### src/rtl/score_display.sv
// Binary-to-BCD score display: double-dabble converter with a one-deep pending load,
// committed BCD register, and a multiplexed seven-segment scanner.
module score_display #(
  parameter int DIGITS   = 8,
  parameter int BIN_W    = 16,
  parameter int SCAN_DIV = 17,
  parameter int ACT_LOW  = 1
) (
  input  logic              Clk,
  input  logic              Reset_n,
  input  logic              load,
  input  logic [BIN_W-1:0]  value,
  input  logic              blank_lz,
  output logic              busy,
  output logic              done,
  output logic              overflow,
  output logic [DIGITS-1:0] anode,
  output logic [6:0]        ssdOut
);

  // state  | meaning
  // IDLE   | waiting for load
  // SHIFT  | one double-dabble step per cycle, BIN_W cycles
  // COMMIT | copy BCD to display, pulse done, chain pending load
  typedef enum logic [1:0] {S_IDLE, S_SHIFT, S_COMMIT} state_t;

  localparam int BCD_W = 4 * DIGITS;
  localparam int IDX_W = (DIGITS > 1) ? $clog2(DIGITS) : 1;
  localparam int CNT_W = $clog2(BIN_W);
  localparam logic INV = (ACT_LOW != 0);

  state_t              state_q, state_d;
  logic [BIN_W-1:0]    shreg_q, shreg_d, pend_val_q, pend_val_d;
  logic [BCD_W-1:0]    bcd_q, bcd_d, disp_q, disp_d, bcd_adj;
  logic [CNT_W-1:0]    cnt_q, cnt_d;
  logic                sticky_q, sticky_d, pend_q, pend_d;
  logic                done_q, done_d, overflow_q, overflow_d;
  logic [SCAN_DIV-1:0] refresh_q, refresh_d;
  logic [IDX_W-1:0]    dig_idx_q, dig_idx_d, msd;
  logic [DIGITS-1:0]   anode_q, anode_d, anode_on;
  logic [6:0]          ssd_q, ssd_d;
  logic [3:0]          nib;
  logic                start_chain;

  function automatic logic [6:0] seg_of(input logic [3:0] d);
    case (d)
      4'd0:    seg_of = 7'b1111110;
      4'd1:    seg_of = 7'b0110000;
      4'd2:    seg_of = 7'b1101101;
      4'd3:    seg_of = 7'b1111001;
      4'd4:    seg_of = 7'b0110011;
      4'd5:    seg_of = 7'b1011011;
      4'd6:    seg_of = 7'b1011111;
      4'd7:    seg_of = 7'b1110000;
      4'd8:    seg_of = 7'b1111111;
      4'd9:    seg_of = 7'b1111011;
      default: seg_of = 7'b0000000;
    endcase
  endfunction

  always_ff @(posedge Clk or negedge Reset_n) begin
    if (!Reset_n) begin
      state_q    <= S_IDLE;
      shreg_q    <= '0;
      pend_val_q <= '0;
      bcd_q      <= '0;
      disp_q     <= '0;
      cnt_q      <= '0;
      sticky_q   <= 1'b0;
      pend_q     <= 1'b0;
      done_q     <= 1'b0;
      overflow_q <= 1'b0;
      refresh_q  <= '0;
      dig_idx_q  <= '0;
      anode_q    <= INV ? ~DIGITS'(1) : DIGITS'(1);
      ssd_q      <= INV ? ~seg_of(4'd0) : seg_of(4'd0);
    end else begin
      state_q    <= state_d;
      shreg_q    <= shreg_d;
      pend_val_q <= pend_val_d;
      bcd_q      <= bcd_d;
      disp_q     <= disp_d;
      cnt_q      <= cnt_d;
      sticky_q   <= sticky_d;
      pend_q     <= pend_d;
      done_q     <= done_d;
      overflow_q <= overflow_d;
      refresh_q  <= refresh_d;
      dig_idx_q  <= dig_idx_d;
      anode_q    <= anode_d;
      ssd_q      <= ssd_d;
    end
  end

  // A load landing on the COMMIT cycle counts as pending and wins over the stored slot.
  assign start_chain = pend_q | load;

  always_comb begin
    state_d = state_q;
    case (state_q)
      S_IDLE:   if (load) state_d = S_SHIFT;
      S_SHIFT:  if (cnt_q == '0) state_d = S_COMMIT;
      S_COMMIT: state_d = start_chain ? S_SHIFT : S_IDLE;
      default:  state_d = S_IDLE;
    endcase
  end

  always_comb begin
    busy     = (state_q != S_IDLE);
    done     = done_q;
    overflow = overflow_q;
    anode    = anode_q;
    ssdOut   = ssd_q;
  end

  always_comb begin
    shreg_d    = shreg_q;
    pend_val_d = pend_val_q;
    bcd_d      = bcd_q;
    disp_d     = disp_q;
    cnt_d      = cnt_q;
    sticky_d   = sticky_q;
    pend_d     = pend_q;
    done_d     = 1'b0;
    overflow_d = overflow_q;
    bcd_adj    = bcd_q;
    for (int i = 0; i < DIGITS; i++) begin
      if (bcd_q[4*i +: 4] >= 4'd5) bcd_adj[4*i +: 4] = bcd_q[4*i +: 4] + 4'd3;
    end
    case (state_q)
      S_IDLE: begin
        if (load) begin
          shreg_d  = value;
          bcd_d    = '0;
          sticky_d = 1'b0;
          cnt_d    = CNT_W'(BIN_W - 1);
        end
      end
      S_SHIFT: begin
        shreg_d  = shreg_q << 1;
        bcd_d    = {bcd_adj[BCD_W-2:0], shreg_q[BIN_W-1]};
        sticky_d = sticky_q | bcd_adj[BCD_W-1];
        cnt_d    = cnt_q - 1'b1;
        if (load) begin
          pend_d     = 1'b1;
          pend_val_d = value;
        end
      end
      S_COMMIT: begin
        disp_d     = bcd_q;
        overflow_d = sticky_q;
        done_d     = 1'b1;
        if (start_chain) begin
          shreg_d  = load ? value : pend_val_q;
          bcd_d    = '0;
          sticky_d = 1'b0;
          cnt_d    = CNT_W'(BIN_W - 1);
          pend_d   = 1'b0;
        end
      end
      default: ;
    endcase
  end

  // Scanner: anode/ssd are registered from the current digit index (one-cycle lag).
  always_comb begin
    refresh_d = refresh_q + 1'b1;
    dig_idx_d = dig_idx_q;
    if (refresh_q == '1)
      dig_idx_d = (dig_idx_q == IDX_W'(DIGITS - 1)) ? '0 : dig_idx_q + 1'b1;
    nib      = 4'd0;
    msd      = '0;
    anode_on = '0;
    for (int i = 0; i < DIGITS; i++) begin
      if (dig_idx_q == IDX_W'(i)) begin
        nib         = disp_q[4*i +: 4];
        anode_on[i] = 1'b1;
      end
      if (disp_q[4*i +: 4] != 4'd0) msd = IDX_W'(i);
    end
    if (blank_lz && !overflow_q && (dig_idx_q > msd)) anode_on = '0;
    anode_d = INV ? ~anode_on : anode_on;
    ssd_d   = overflow_q ? 7'b0000001 : seg_of(nib);
    if (INV) ssd_d = ~ssd_d;
  end

endmodule
### config.mk
export PLATFORM = sky130hd
export DESIGN_NAME = score_display
export DESIGN_NICKNAME = d
export VERILOG_FILES = /design/src/rtl/score_display.sv
export SDC_FILE = /design/constraint.sdc
export NUM_CORES = 1
export LEC_CHECK = 0
export ABC_AREA = 0
export BUFFER_PORTS_ARGS = -buffer_cell sky130_fd_sc_hd__buf_2
export CORE_ASPECT_RATIO = 1.25
export CORE_MARGIN = 3
export CORE_UTILIZATION = 40
export CTS_BUF_LIST = sky130_fd_sc_hd__clkbuf_16
export CTS_CLUSTER_SIZE = 8
export DETAILED_ROUTE_END_ITERATION = 10
export SETUP_SLACK_MARGIN = 0.1
export SYNTH_ARGS = -nofsm -noshare
export SYNTH_HDL_FRONTEND = slang
export SYNTH_SLANG_ARGS = --single-unit
### constraint.sdc
create_clock -name Clk -period 2.9 [get_ports Clk]
set_input_delay 0.145 -clock Clk [delete_from_list [all_inputs] [get_ports Clk]]
set_output_delay 0.145 -clock Clk [all_outputs]
set_load 0.1 [all_outputs]
# --- Yosys cells after proc, flatten, opt, wreduce, memory -nomap -nowiden ---
# Memories as Yosys holds them, arrays and structs flattened.
# Index checks and enable logic that the tools add are counted.
op_classes:
  add_sub_neg: 11
  n_lt_le_gt_ge: 9
  n_eq_ne: 14
  mux: 54
  bitwise: 4
  reduce_logical: 19
ops:
  columns: ["op", "count"]
  rows:
  - ["$pmux 32 s3", 1]
  - ["$mux 4", 18]
  - ["$mux 32", 2]
  - ["$mux 16", 3]
  - ["$pmux 16 s3", 1]
  - ["$add 4x2->4 const B", 8]
  - ["$ge 4x3->1 const B", 8]
  - ["$reduce_bool 4->1", 7]
  - ["$mux 3", 7]
  - ["$add 17x1->17 const B", 1]
  - ["$eq 17x17->1 const B", 1]
  - ["$mux 1", 14]
  - ["$eq 3x3->1 const B", 4]
  - ["$pmux 4 s3", 1]
  - ["$mux 8", 1]
  - ["$ne 2x2->1 const B", 4]
  - ["$not 8->8", 1]
  - ["$mux 7", 1]
  - ["$not 7->7", 1]
  - ["$eq 3x2->1 const B", 2]
  - ["$pmux 2 s3", 1]
  - ["$reduce_and 3->1", 2]
  - ["$logic_not 4->1", 1]
  - ["$mux 2", 2]
  - ["other kinds (16)", 19]
word_totals:
  regBits: 141
  mem_bits_ro: 112
  inputBits: 20
  n_memories: 1
memory_table:
  columns: ["name", "words", "width", "read_ports", "rd_clocked_by_memory_dff", "wr", "line", "text"]
  rows:
  - ["(no name shown)", 16, 7, 1, 0, 0, "46", "case (d)"]

# --- Longest topological paths before layout ---
# Gate-level depths: netlist of run 1.
depth:
  depth_word: 12
  ltp_mapped: 12

# --- Worst setup path after synthesis of run 1 ---
# OpenSTA, ideal clock, no wires.
synth_timing:
  path_type: "register to register"
  start: "register dig_idx_q[2]"
  end: "register ssd_q[3] (netlist: ssdOut[3])"
  setup_time_ps: 131
  t_arrival_ps: 2546
  t_required_ps: 2769
  slack_ps: 223
  path_stages_with_launch: 13
  n_path_buf: 1
  period_less_slack_ps: 2677
  cell_sequence: "dfrtp_1 inv_1 ha_1 buf_4 nand2_1 a221oi_1 a311oi_1 o31ai_1 inv_1 ha_1 nor3_1 o21bai_1 a2bb2oi_1"
synth_via:
  elab_chain_cells: 12
  word_cells_on_any_way: 19
  classes_between: "7 x eq/ne; 9 x mux; 1 x bitwise; 1 x reduce/logical; 1 x memory"
synth_rtl:
  columns: ["item", "line", "text"]
  rows:
  - ["start: declaration", "39", "logic [IDX_W-1:0] dig_idx_q, dig_idx_d, msd;"]
  - ["start signal: assignment", "89", "dig_idx_q <= dig_idx_d;"]
  - ["$logic_not 3->1", "175", "if (dig_idx_q == IDX_W'(i)) begin"]
  - ["$mux 4 (7 in series)", "175", null]
  - ["$mux 4 (*)", "175", null]
  - ["$mem_v2 16x7 (*)", null, null]
  - ["$mux 7 (*)", "183", "ssd_d = overflow_q ? 7'b0000001 : seg_of(nib);"]
  - ["$not 7->7 (*)", "184", "if (INV) ssd_d = ~ssd_d;"]
  - ["named net ssd_d[3]", "41", "logic [6:0] ssd_q, ssd_d;"]
  - ["end signal: assignment", "76", "ssd_q <= INV ? ~seg_of(4'd0) : seg_of(4'd0);"]
  - ["end signal: assignment", "91", "ssd_q <= ssd_d;"]
  - ["end: declaration", "41", null]
# The timed path passes the listed nets; every way through them passes the cells marked *.
# A chain may end at the register's enable or synchronous reset.

# --- Worst setup path in the final report of run 1 ---
layout_timing:
  start: "register dig_idx_q[0]"
  end: "register ssd_q[3] (netlist: ssdOut[3])"
# Same word-level chain as after synthesis.

==> out/summary.txt, run 1 <==
Status: finished, final reports clean
Initial antenna violation count: 0
YS warnings: 0
Arr. time, crit path: 2.97 ns
Half-perimeter wire length after placement: 10600 um
Initial DRC Count: 260
Post-Syn Area: 7330 sq um
Filler cells: 1599
DP Worst Slack: 0.0660 ns
Vias in the first global route: 5450
Via Count: 5329
Post-route ant nets: 0
Clk pwr share: 33.8%
Overall die width: 127 um
P_leak: 3.83 nW
Die area: 20000 sq um
P per Cell Area: 743 nW/um^2
Final worst path period need: 2.66 ns
CTS max path bufs: 2
# setup viols final: 0
Fin nets: 825
Initial Utilization: 41.4%
Synth top area share: 45.4%
DR pass1 iterations: 6
Crit end category: flip-flop
Worst setup SP type: flip-flop
Height of the die: 157 um
CP Max Fanout: 7
Crit path buffers/inverters: 2
CP required: 3.21 ns
Gr usage total: 16.4%
Clock net sink count: 141
P_int: 4.29 mW
Hold Startpoint: blank_lz
Post-synth ARST share: 100%
Routed WL: 15700 um
Sequential share of the synthesized area: 48.3%
Switching share of power: 33.2%
Layout cell share with drive strength beyond 1: 22.8%
CTS tree: built
Worst-margin pin slew: 0.852 ns
Hold Path Depth: 4
Dominant cells by area after synthesis: dfrtp_1 45%, mux2_2 8.4%, ha_1 6.3%
Post-Route Utilization: 48.8%
RSZ-0062 raised after global routing: no
Top_reg_cell synth: dfrtp_1
Peak Freq: 376 MHz
Crit path largest cell delay: 0.41 ns
First-pass GRT wire length: 26400 um
Site Rows: 54
Final worst-path cycle share: 91.8%
Max rail drop VDD: 0.000588 V
EDFF count, synth: 0
WL per Instance: 15.6 um
Commonest non-fill, non-tap cell in the layout: dfrtp_1
Setup Skew: 0.00967 ns
Final slew viol count: 0
Reg2Reg Depth: 11
Worst hold path type: primary input to flip-flop
CTS Root Cell: clkbuf_16
Slowest cell on crit path: dfrtp_2
Worst setup margin: 0.238 ns
Commonest non-fill, non-tap cells in the layout: 132 x dfrtp_1, 86 x nand2_1, 73 x o21ai_0, 55 x mux2_2, 40 x inv_1
#FFs+latches synth: 141
IO buf count: 37
Reg-to-Reg End: ssdOut[3]$_DFF_PN0_
DRC Markers: 0
Average size of a mapped cell: 10.4 sq um
Comb pwr share: 27.2%
Crit path kind: flip-flop to flip-flop
CTS Buf Count: 17
CTS H-tree lvls: 4
Internal reg-to-reg setup slack: 0.24 ns
Max-Cap Viols: 0
# diodes: 0
Largest net degree at the start of global routing: 93
CP top delay family: compound AO/OA/AOI/OAI gates
Placer Congestion: 0.934
Core ar.: 17700 sq um
Hold_ws: 0.119 ns
Reg-to-Reg Start: dig_idx_q[0]$_DFFE_PN0N_
Yosys top cell by area: dfrtp_1
Sequential Power Share: 38.9%
Placed Instance Area: 7800 sq um
Io pins: 38
Crit path cell chain: inv_1 > ha_4 > and2b_4 > a221o_2 > a311oi_2 > o31ai_2 > inv_1 > ha_1 > nor3_2 > o21bai_1 > a2bb2oi_1
Vias per cell: 5.30
Worst-Skew Late Latency: 0.43 ns
Crit-path most repeated cell: inv_1
Final TNS setup: 0 ns
WHS Endpoint: anode[3]$_DFF_PN1_
Aggregate global routing overflow: 0
Post-synth cell types: 67
Multi-input combinational cell area: 3550 sq um
Max-slew headroom: 43.2%
Mapped Nets: 762
Final Hold Fails: 0
Cells after Synth: 705
Design Area, Final: 8640 sq um
P&R area growth vs syn: 17.9%
Seq. cell area: 3540 sq um
Sw power: 2.13 mW
Clock slew seen by the registers of the worst setup and hold paths: 0.06 ns
==> Yosys cell counts, types with 13 or more instances <==
master and number:
nand2_1 86, nor2_1 34, nand3_1 14, clkbuf_1 23
a21oi_1 19, a22o_1 13, xnor2_1 17, inv_1 37
ha_1 37, dfrtp_1 133, mux2_2 55, o21ai_0 74
==> layout make-up <==
class / instances / share of cell area [%]
timing repair buffer: 77 / 6.33
inverter: 37 / 1.61
clock inverter: 15 / 1.84
clock buffer: 17 / 4.92
sequential: 141 / 40.9
tap: 224 / 3.24
multi-input combinational: 494 / 41.1
==> sequential cells by signal, summed over array words and instances (netlist names) <==
register    count
shreg_q        16
ssdOut          7
cnt_q           4
done            1
anode           8
bcd_q          32
pend_val_q     16
sticky_q        1
state_q         2
dig_idx_q       3
refresh_q      17
pend_q          1
overflow        1
disp_q         32
==> routing by layer <==
metal / part of all wire, % / vias to the layer above / GRT usage (%)
li1: - / 2616 / -
met1: 45 / 2619 / 20.1
met2: 50 / 78 / 28.1
met3: 2.7 / 16 / 3.53
met4: 1.4 / 0 / 6.90
met5: 0 / - / 0
==> timing repair <==
item / 4_1_cts / 5_1_grt
setup buffers: 0 / 5
hold buffers: 17 / 0
endpoints found under the hold margin: 102 / 0
pin swaps: 0 / 2
gates cloned: 0 / 0
resized for setup: 2 / 11
setup endpoints to repair: 1 / 3
==> worst register-to-register path, stage by stage (launching register included) <==
cell and delay [ns]:
dfrtp_2 0.41, inv_1 0.13, ha_4 0.21, and2b_4 0.18, a221o_2 0.34, a311oi_2 0.33
o31ai_2 0.11, inv_1 0.13, ha_1 0.25, nor3_2 0.21, o21bai_1 0.14, a2bb2oi_1 0.09
==> power groups by stage <==
stage	clock network, mW	logic (mW)	registers [mW]
after floorplan	0	1.10	2.68
after global placement	0	1.68	2.52
after detailed placement	0	1.73	2.53
after CTS	2.23	1.75	2.50
after global routing	2.31	1.95	2.55
final	2.18	1.75	2.50
==> metrics by stage <==
step / total power, mW / cells
3_3_place_gp: 4.19 / 951
6_report: 6.43 / 1005
5_1_grt: 6.81 / 1005
4_1_cts: 6.48 / 1000
2_1_floorplan: 3.77 / 705
3_5_place_dp: 4.26 / 951
==> kinds of logic after synthesis <==
kind of cell	count (synthesis)	share of synthesized area (%)
multiplexers	60	9.13
XOR/XNOR	23	2.75
flip-flops	141	48.3
AND/OR/NAND/NOR	200	13.4
buffers and inverters	70	4.13
AO/OA/AOI/OAI	174	16.0
adder cells (fa/ha/maj)	37	6.32
==> worst max-delay path by stage <==
stage | from | endpoint | cells after the start
after floorplan | dig_idx_q[2]$_DFFE_PN0N_ | ssdOut[3]$_DFF_PN0_ | 12
after global placement | dig_idx_q[0]$_DFFE_PN0N_ | ssdOut[3]$_DFF_PN0_ | 11
after detailed placement | dig_idx_q[0]$_DFFE_PN0N_ | ssdOut[3]$_DFF_PN0_ | 11
after CTS | dig_idx_q[1]$_DFFE_PN0N_ | ssdOut[3]$_DFF_PN0_ | 11
after global routing | dig_idx_q[1]$_DFFE_PN0N_ | ssdOut[3]$_DFF_PN0_ | 11
final | dig_idx_q[0]$_DFFE_PN0N_ | ssdOut[3]$_DFF_PN0_ | 11
No activity file was read; power rests on OpenSTA's default activity.
==> inputs of run 2 (changes only) <==
Settings changed: MAX_ROUTING_LAYER set to met4.
==> run 2 against run 1 <==
  * Die area unchanged
  * Global-route usage rose by 0.53 points
  * Combinational power hardly changed
  * Flip-flop and latch count stayed put
  * Non-clock buffer count down 3
  * Routed wire length shrank 0.89%
  * Final area decreased by 0.56%
  * Worst setup slack improved by 0.024 ns
  * Cell count fell by 0.30%
==> out/summary.txt, run 2 (synthesis results as in run 1) <==
Status: finished, final reports clean
Clock slew seen by the registers of the worst setup and hold paths: 0.06 ns (about the same)
Worst hold path type: primary input to flip-flop
Worst-Skew Late Latency: 0.42 ns (about the same)
Die area: 20000 sq um (unchanged)
Routed WL: 15500 um (-0.89%)
Core ar.: 17700 sq um (unchanged)
Vias in the first global route: 5567 (+2.1%)
Placed Instance Area: 7800 sq um (about the same)
# diodes: 0 (unchanged)
# setup viols final: 0 (unchanged)
Final TNS setup: 0 ns (unchanged)
P per Cell Area: 744 nW/um^2 (about the same)
Final Hold Fails: 0 (unchanged)
Layout cell share with drive strength beyond 1: 22.4% (-0.43 points)
CP required: 3.21 ns (about the same)
Max-slew headroom: 50.9% (+7.7 points)
RSZ-0062 raised after global routing: no
Setup Skew: 0.00747 ns (-0.00220 ns)
IO buf count: 37 (unchanged)
WL per Instance: 15.5 um (-0.60%)
Placer Congestion: 0.899 (-3.7%)
Design Area, Final: 8600 sq um (-0.56%)
Commonest non-fill, non-tap cell in the layout: dfrtp_1
P_leak: 3.79 nW (-0.98%)
Max rail drop VDD: 0.000585 V (-0.51%)
Initial antenna violation count: 0 (unchanged)
Worst setup margin: 0.263 ns (+0.0244 ns)
Clock net sink count: 141 (unchanged)
Gr usage total: 16.9% (+0.53 points)
Final worst path period need: 2.64 ns (-0.0244 ns)
Largest net degree at the start of global routing: 64 (-31%)
Hold_ws: 0.134 ns (+0.0152 ns)
Final worst-path cycle share: 90.9% (-0.84 points)
Via Count: 5403 (+1.4%)
DR pass1 iterations: 4 (-2)
Peak Freq: 379 MHz (+0.92%)
DP Worst Slack: 0.0286 ns (-0.0374 ns)
Worst-margin pin slew: 0.734 ns (-0.118 ns)
Fin nets: 822 (-0.36%)
Biggest regs: bcd_q x32, disp_q x32, refresh_q x17
CTS Buf Count: 17 (unchanged)
Final slew viol count: 0 (unchanged)
CP Max Fanout: 11 (+4)
First-pass GRT wire length: 26800 um (+1.6%)
Half-perimeter wire length after placement: 10900 um (+2.9%)
Post-route ant nets: 0 (unchanged)
Commonest non-fill, non-tap cells in the layout: 133 x dfrtp_1, 86 x nand2_1, 74 x o21ai_0, 55 x mux2_2, 38 x inv_1
P&R area growth vs syn: 17.3%
Post-CTS setup buffers: 0 (unchanged)
Max-Cap Viols: 0 (unchanged)
Io pins: 38 (unchanged)
Aggregate global routing overflow: 0 (unchanged)
Initial Utilization: 41.4% (unchanged)
Initial DRC Count: 190 (-27%)
Vias per cell: 5.39 (+1.7%)
CTS Root Cell: clkbuf_16
CTS max path bufs: 2 (unchanged)
CTS tree: built
Crit path kind: flip-flop to flip-flop
Crit end category: flip-flop
Arr. time, crit path: 2.95 ns (-0.02 ns)
Site Rows: 54 (unchanged)
Height of the die: 157 um (unchanged)
DRC Markers: 0 (unchanged)
Worst setup SP type: flip-flop
Overall die width: 127 um (unchanged)
CTS H-tree lvls: 4 (unchanged)
## run 2: cell types whose count changed in the layout (fill, tap and decap cells not counted), moves of 2 or more
| cell | delta |
|---|---|
| buf_4 | -2 |
| clkinvlp_4 | +2 |
| inv_6 | -2 |
| inv_1 | -2 |
| clkinv_1 | +2 |
## run 2: worst paths after layout
path | from | to | slack (ns) | depth (start not counted)
max in group asynchronous | Reset_n | anode[1]$_DFF_PN1_ | 1.78 | 3
hold / removal | blank_lz | anode[3]$_DFF_PN1_ | 0.13 | 4
setup reg to reg | dig_idx_q[0]$_DFFE_PN0N_ | ssdOut[4]$_DFF_PN0_ | 0.26 | 9
hold reg to reg | refresh_q[10]$_DFF_PN0_ | refresh_q[10]$_DFF_PN0_ | 0.46 | 1
min in group asynchronous | Reset_n | bcd_q[28]$_DFFE_PN0P_ | 0.27 | 2
setup / recovery | dig_idx_q[0]$_DFFE_PN0N_ | ssdOut[4]$_DFF_PN0_ | 0.26 | 9
## run 2: area by class of cell
type	instances	area [sq um]
Timing Repair Buffer	74	512
Tap cell	224	280
Clock buffer	17	425
Sequential cell	141	3540
Multi-Input combinational cell	494	3540
Clock inverter	15	156
Fill cell	1622	9110
Inverter	37	139
## run 2: layer usage
layer	track usage (%)	part of all wire, %
met1	20.4	46
met2	27.7	49
met3	3.12	2.8
met4	7.51	2.6
met5	-	0
## run 2: repair_timing
action | 4_1_cts | 5_1_grt
endpoints found under the hold margin | 79 | 0
endpoints found under the setup margin | 2 | 2
hold buffers | 17 | 0
resized for setup | 2 | 8
## run 2: power by group
group	internal [mW]	switching (mW)	total (mW)
Combinational	0.652	1.10	1.75
Clock	1.33	0.812	2.14
Sequential	2.30	0.199	2.50
## run 2: per-stage QoR
| step | utilization, % | power, mW | std cells |
|---|---|---|---|
| final | 48.6 | 6.39 | 1002 |
| after detailed placement | 44.1 | 4.27 | 953 |
| after floorplan | - | 3.77 | 705 |
| after CTS | 48.4 | 6.47 | 1002 |
| after global routing | 48.6 | 6.76 | 1002 |
| after global placement | 44.1 | 4.22 | 953 |
## run 2: critical path: stages (launching register included)
cell and delay [ns]:
dfrtp_1 0.42, inv_1 0.18, ha_2 0.32, buf_4 0.23
nor2_1 0.07, a311oi_1 0.33, o221a_2 0.31, nor2_4 0.09
or3b_4 0.42, a21o_1 0.17
==> inputs of run 3 (changes only) <==
Settings changed: CELL_PAD_IN_SITES_DETAIL_PLACEMENT set to 0, CELL_PAD_IN_SITES_GLOBAL_PLACEMENT set to 2, PLACE_DENSITY_LB_ADDON set to 0.1.
Clock period 2.9 ns to 3 ns, I/O delays scaled along.
==> run 3 against run 2 <==
  * Combinational power about the same
  * Sequential power down 3%
  * First-iteration DRC count up 45%
  * Global-route usage up 1.1 points
  * Final area up 0.90%
  * Register-to-register slack better by 0.04 ns
  * Clock power up 8%
  * Critical path depth up 2
  * Largest cell class is now sequential cells
==> out/summary.txt, run 3 (synthesis results as in run 1) <==
Status: finished, final reports clean
CTS Root Cell: clkbuf_16
Worst-Skew Late Latency: 0.42 ns (about the same)
P per Cell Area: 744 nW/um^2 (about the same)
Overall die width: 127 um (unchanged)
Fin nets: 823 (+0.12%)
Layout cell share with drive strength beyond 1: 22.2% (-0.16 points)
Worst-margin pin slew: 0.786 ns (+0.0520 ns)
P&R area growth vs syn: 18.3%
Reg2Reg Depth: 11 (+2)
Reg-to-Reg End: ssdOut[3]$_DFF_PN0_
Peak Freq: 370 MHz (-2.3%)
CP startpoint: dig_idx_q[0]$_DFFE_PN0N_
Final worst path period need: 2.70 ns (+0.0620 ns)
Reg-to-Reg Start: dig_idx_q[0]$_DFFE_PN0N_
CTS Buf Count: 17 (unchanged)
Post-Route Utilization: 49.0% (+0.44 points)
Routed WL: 16300 um (+5.1%)
Vias in the first global route: 5560 (-0.13%)
CP endpoint: ssdOut[3]$_DFF_PN0_
Site Rows: 54 (unchanged)
Crit end category: flip-flop
Total Power: 6.45 mW (+0.93%)
Height of the die: 157 um (unchanged)
IO buf count: 37 (unchanged)
Clock slew seen by the registers of the worst setup and hold paths: 0.06 ns (about the same)
Initial Utilization: 41.4% (unchanged)
Gr usage total: 18.0% (+1.1 points)
Final slew viol count: 0 (unchanged)
CP Max Fanout: 6 (-5)
# diodes: 0 (unchanged)
Crit path kind: flip-flop to flip-flop
Arr. time, crit path: 3.00 ns (+0.05 ns)
RSZ-0062 raised after global routing: no
CP required: 3.30 ns (+0.09 ns)
Initial DRC Count: 275 (+45%)
Via Count: 5324 (-1.5%)
Crit-path most repeated cell: inv_1
Io pins: 38 (unchanged)
Aggregate global routing overflow: 0 (unchanged)
Final Hold Fails: 0 (unchanged)
Placer Congestion: 0.839 (-6.6%)
Filler cells: 1638 (+0.99%)
Half-perimeter wire length after placement: 11200 um (+3.0%)
Worst setup SP type: flip-flop
WL per Instance: 16.3 um (+5.0%)
DRC Markers: 0 (unchanged)
Internal reg-to-reg setup slack: 0.30 ns (+0.04 ns)
Commonest non-fill, non-tap cell in the layout: dfrtp_1
Final TNS setup: 0 ns (unchanged)
Max-slew headroom: 47.6% (-3.4 points)
DR pass1 iterations: 5 (+1)
Worst setup margin: 0.301 ns (+0.0380 ns)
Crit path largest cell delay: 0.41 ns (about the same)
P_leak: 3.82 nW (+0.83%)
Worst hold path type: primary input to flip-flop
Max-Cap Viols: 0 (unchanged)
Final worst-path cycle share: 90.0% (-0.97 points)
Seq. cell area: 3540 sq um (unchanged)
Clock net sink count: 141 (unchanged)
Crit path cell chain: inv_1 > ha_2 > nand2_1 > a221oi_1 > a311oi_2 > o31ai_2 > inv_1 > ha_1 > nor3_2 > o21bai_1 > a2bb2oi_1
DP Worst Slack: -0.0273 ns (-0.0559 ns)
Post-route ant nets: 0 (unchanged)
Vias per cell: 5.31 (-1.6%)
Initial antenna violation count: 0 (unchanged)
Biggest regs: bcd_q x32, disp_q x32, refresh_q x17
CTS max path bufs: 2 (unchanged)
Commonest non-fill, non-tap cells in the layout: 133 x dfrtp_1, 86 x nand2_1, 74 x o21ai_0, 55 x mux2_2, 38 x inv_1
CTS H-tree lvls: 4 (unchanged)
Largest net degree at the start of global routing: 84 (+31%)
First-pass GRT wire length: 28000 um (+4.4%)
Die area: 20000 sq um (unchanged)
Setup Skew: 0.00710 ns (-0.000369 ns)
Max rail drop VDD: 0.000393 V (-33%)
Core ar.: 17700 sq um (unchanged)
Slowest cell on crit path: dfrtp_1
CTS tree: built
# setup viols final: 0 (unchanged)
Multi-input combinational cell area: 3520 sq um (-0.60%)
[run 3: cell count changes in the layout (fill, tap and decap cells not counted), moves of 2 or more]
cell	before	now
buf_12	0	2
clkinv_2	4	0
bufinv_16	3	5
ha_1	32	34
clkinv_4	1	4
[run 3: per-stage QoR]
step | hold WS [ns] | instance area (sq um) | cells
floorplan | -0.146 | 7330 | 705
global placement | 0.258 | 7830 | 953
detailed placement | 0.265 | 7830 | 953
CTS | 0.106 | 8650 | 1002
global route | 0.139 | 8670 | 1003
finish | 0.123 | 8670 | 1003
[run 3: layout make-up]
cell class | count | area share, %
sequential | 141 | 40.8
multi-input combinational | 494 | 40.6
timing repair buffer | 75 | 6.28
clock buffer | 17 | 4.90
tap | 224 | 3.23
clock inverter | 15 | 2.57
inverter | 37 | 1.60
[run 3: worst max-delay path, delay by kind of cell (launching register included)]
family	cells	cell delay, ns
AND/OR/NAND/NOR	2	0.31
flip-flops	1	0.41
AO/OA/AOI/OAI	5	0.99
buffers and inverters	2	0.29
adder cells (fa/ha/maj)	2	0.59
[run 3: repair_timing]
item	CTS	global route
hold endpoints to repair	100	0
setup endpoints to repair	2	2
pin swaps	0	1
cloned	0	0
resized for setup	1	4
hold buffers	17	0
buffers inserted	0	1
[run 3: report_power, final]
part           internal, mW  switching [mW]
combinational         0.640            1.09
sequential             2.23           0.193
clock                  1.47           0.835
total                  4.34            2.11
[run 3: layer usage]
metal	track usage (%)	share of wire, %	vias to the layer above
li1	-	-	2616
met1	21.8	45	2595
met3	3.67	3.0	22
met2	30.3	50	91
met4	5.88	2.1	0
met5	-	0	-
[run 3: worst min-delay path by stage]
stage          startpoint                   end  depth (start not counted)
4_1_cts          blank_lz    anode[7]$_DFF_PN1_                          4
6_report         blank_lz    anode[7]$_DFF_PN1_                          4
5_1_grt          blank_lz    anode[7]$_DFF_PN1_                          4
3_5_place_dp      Reset_n  overflow$_DFFE_PN0P_                          1
2_1_floorplan     Reset_n    anode[0]$_DFF_PN0_                          0
3_3_place_gp      Reset_n  overflow$_DFFE_PN0P_                          1
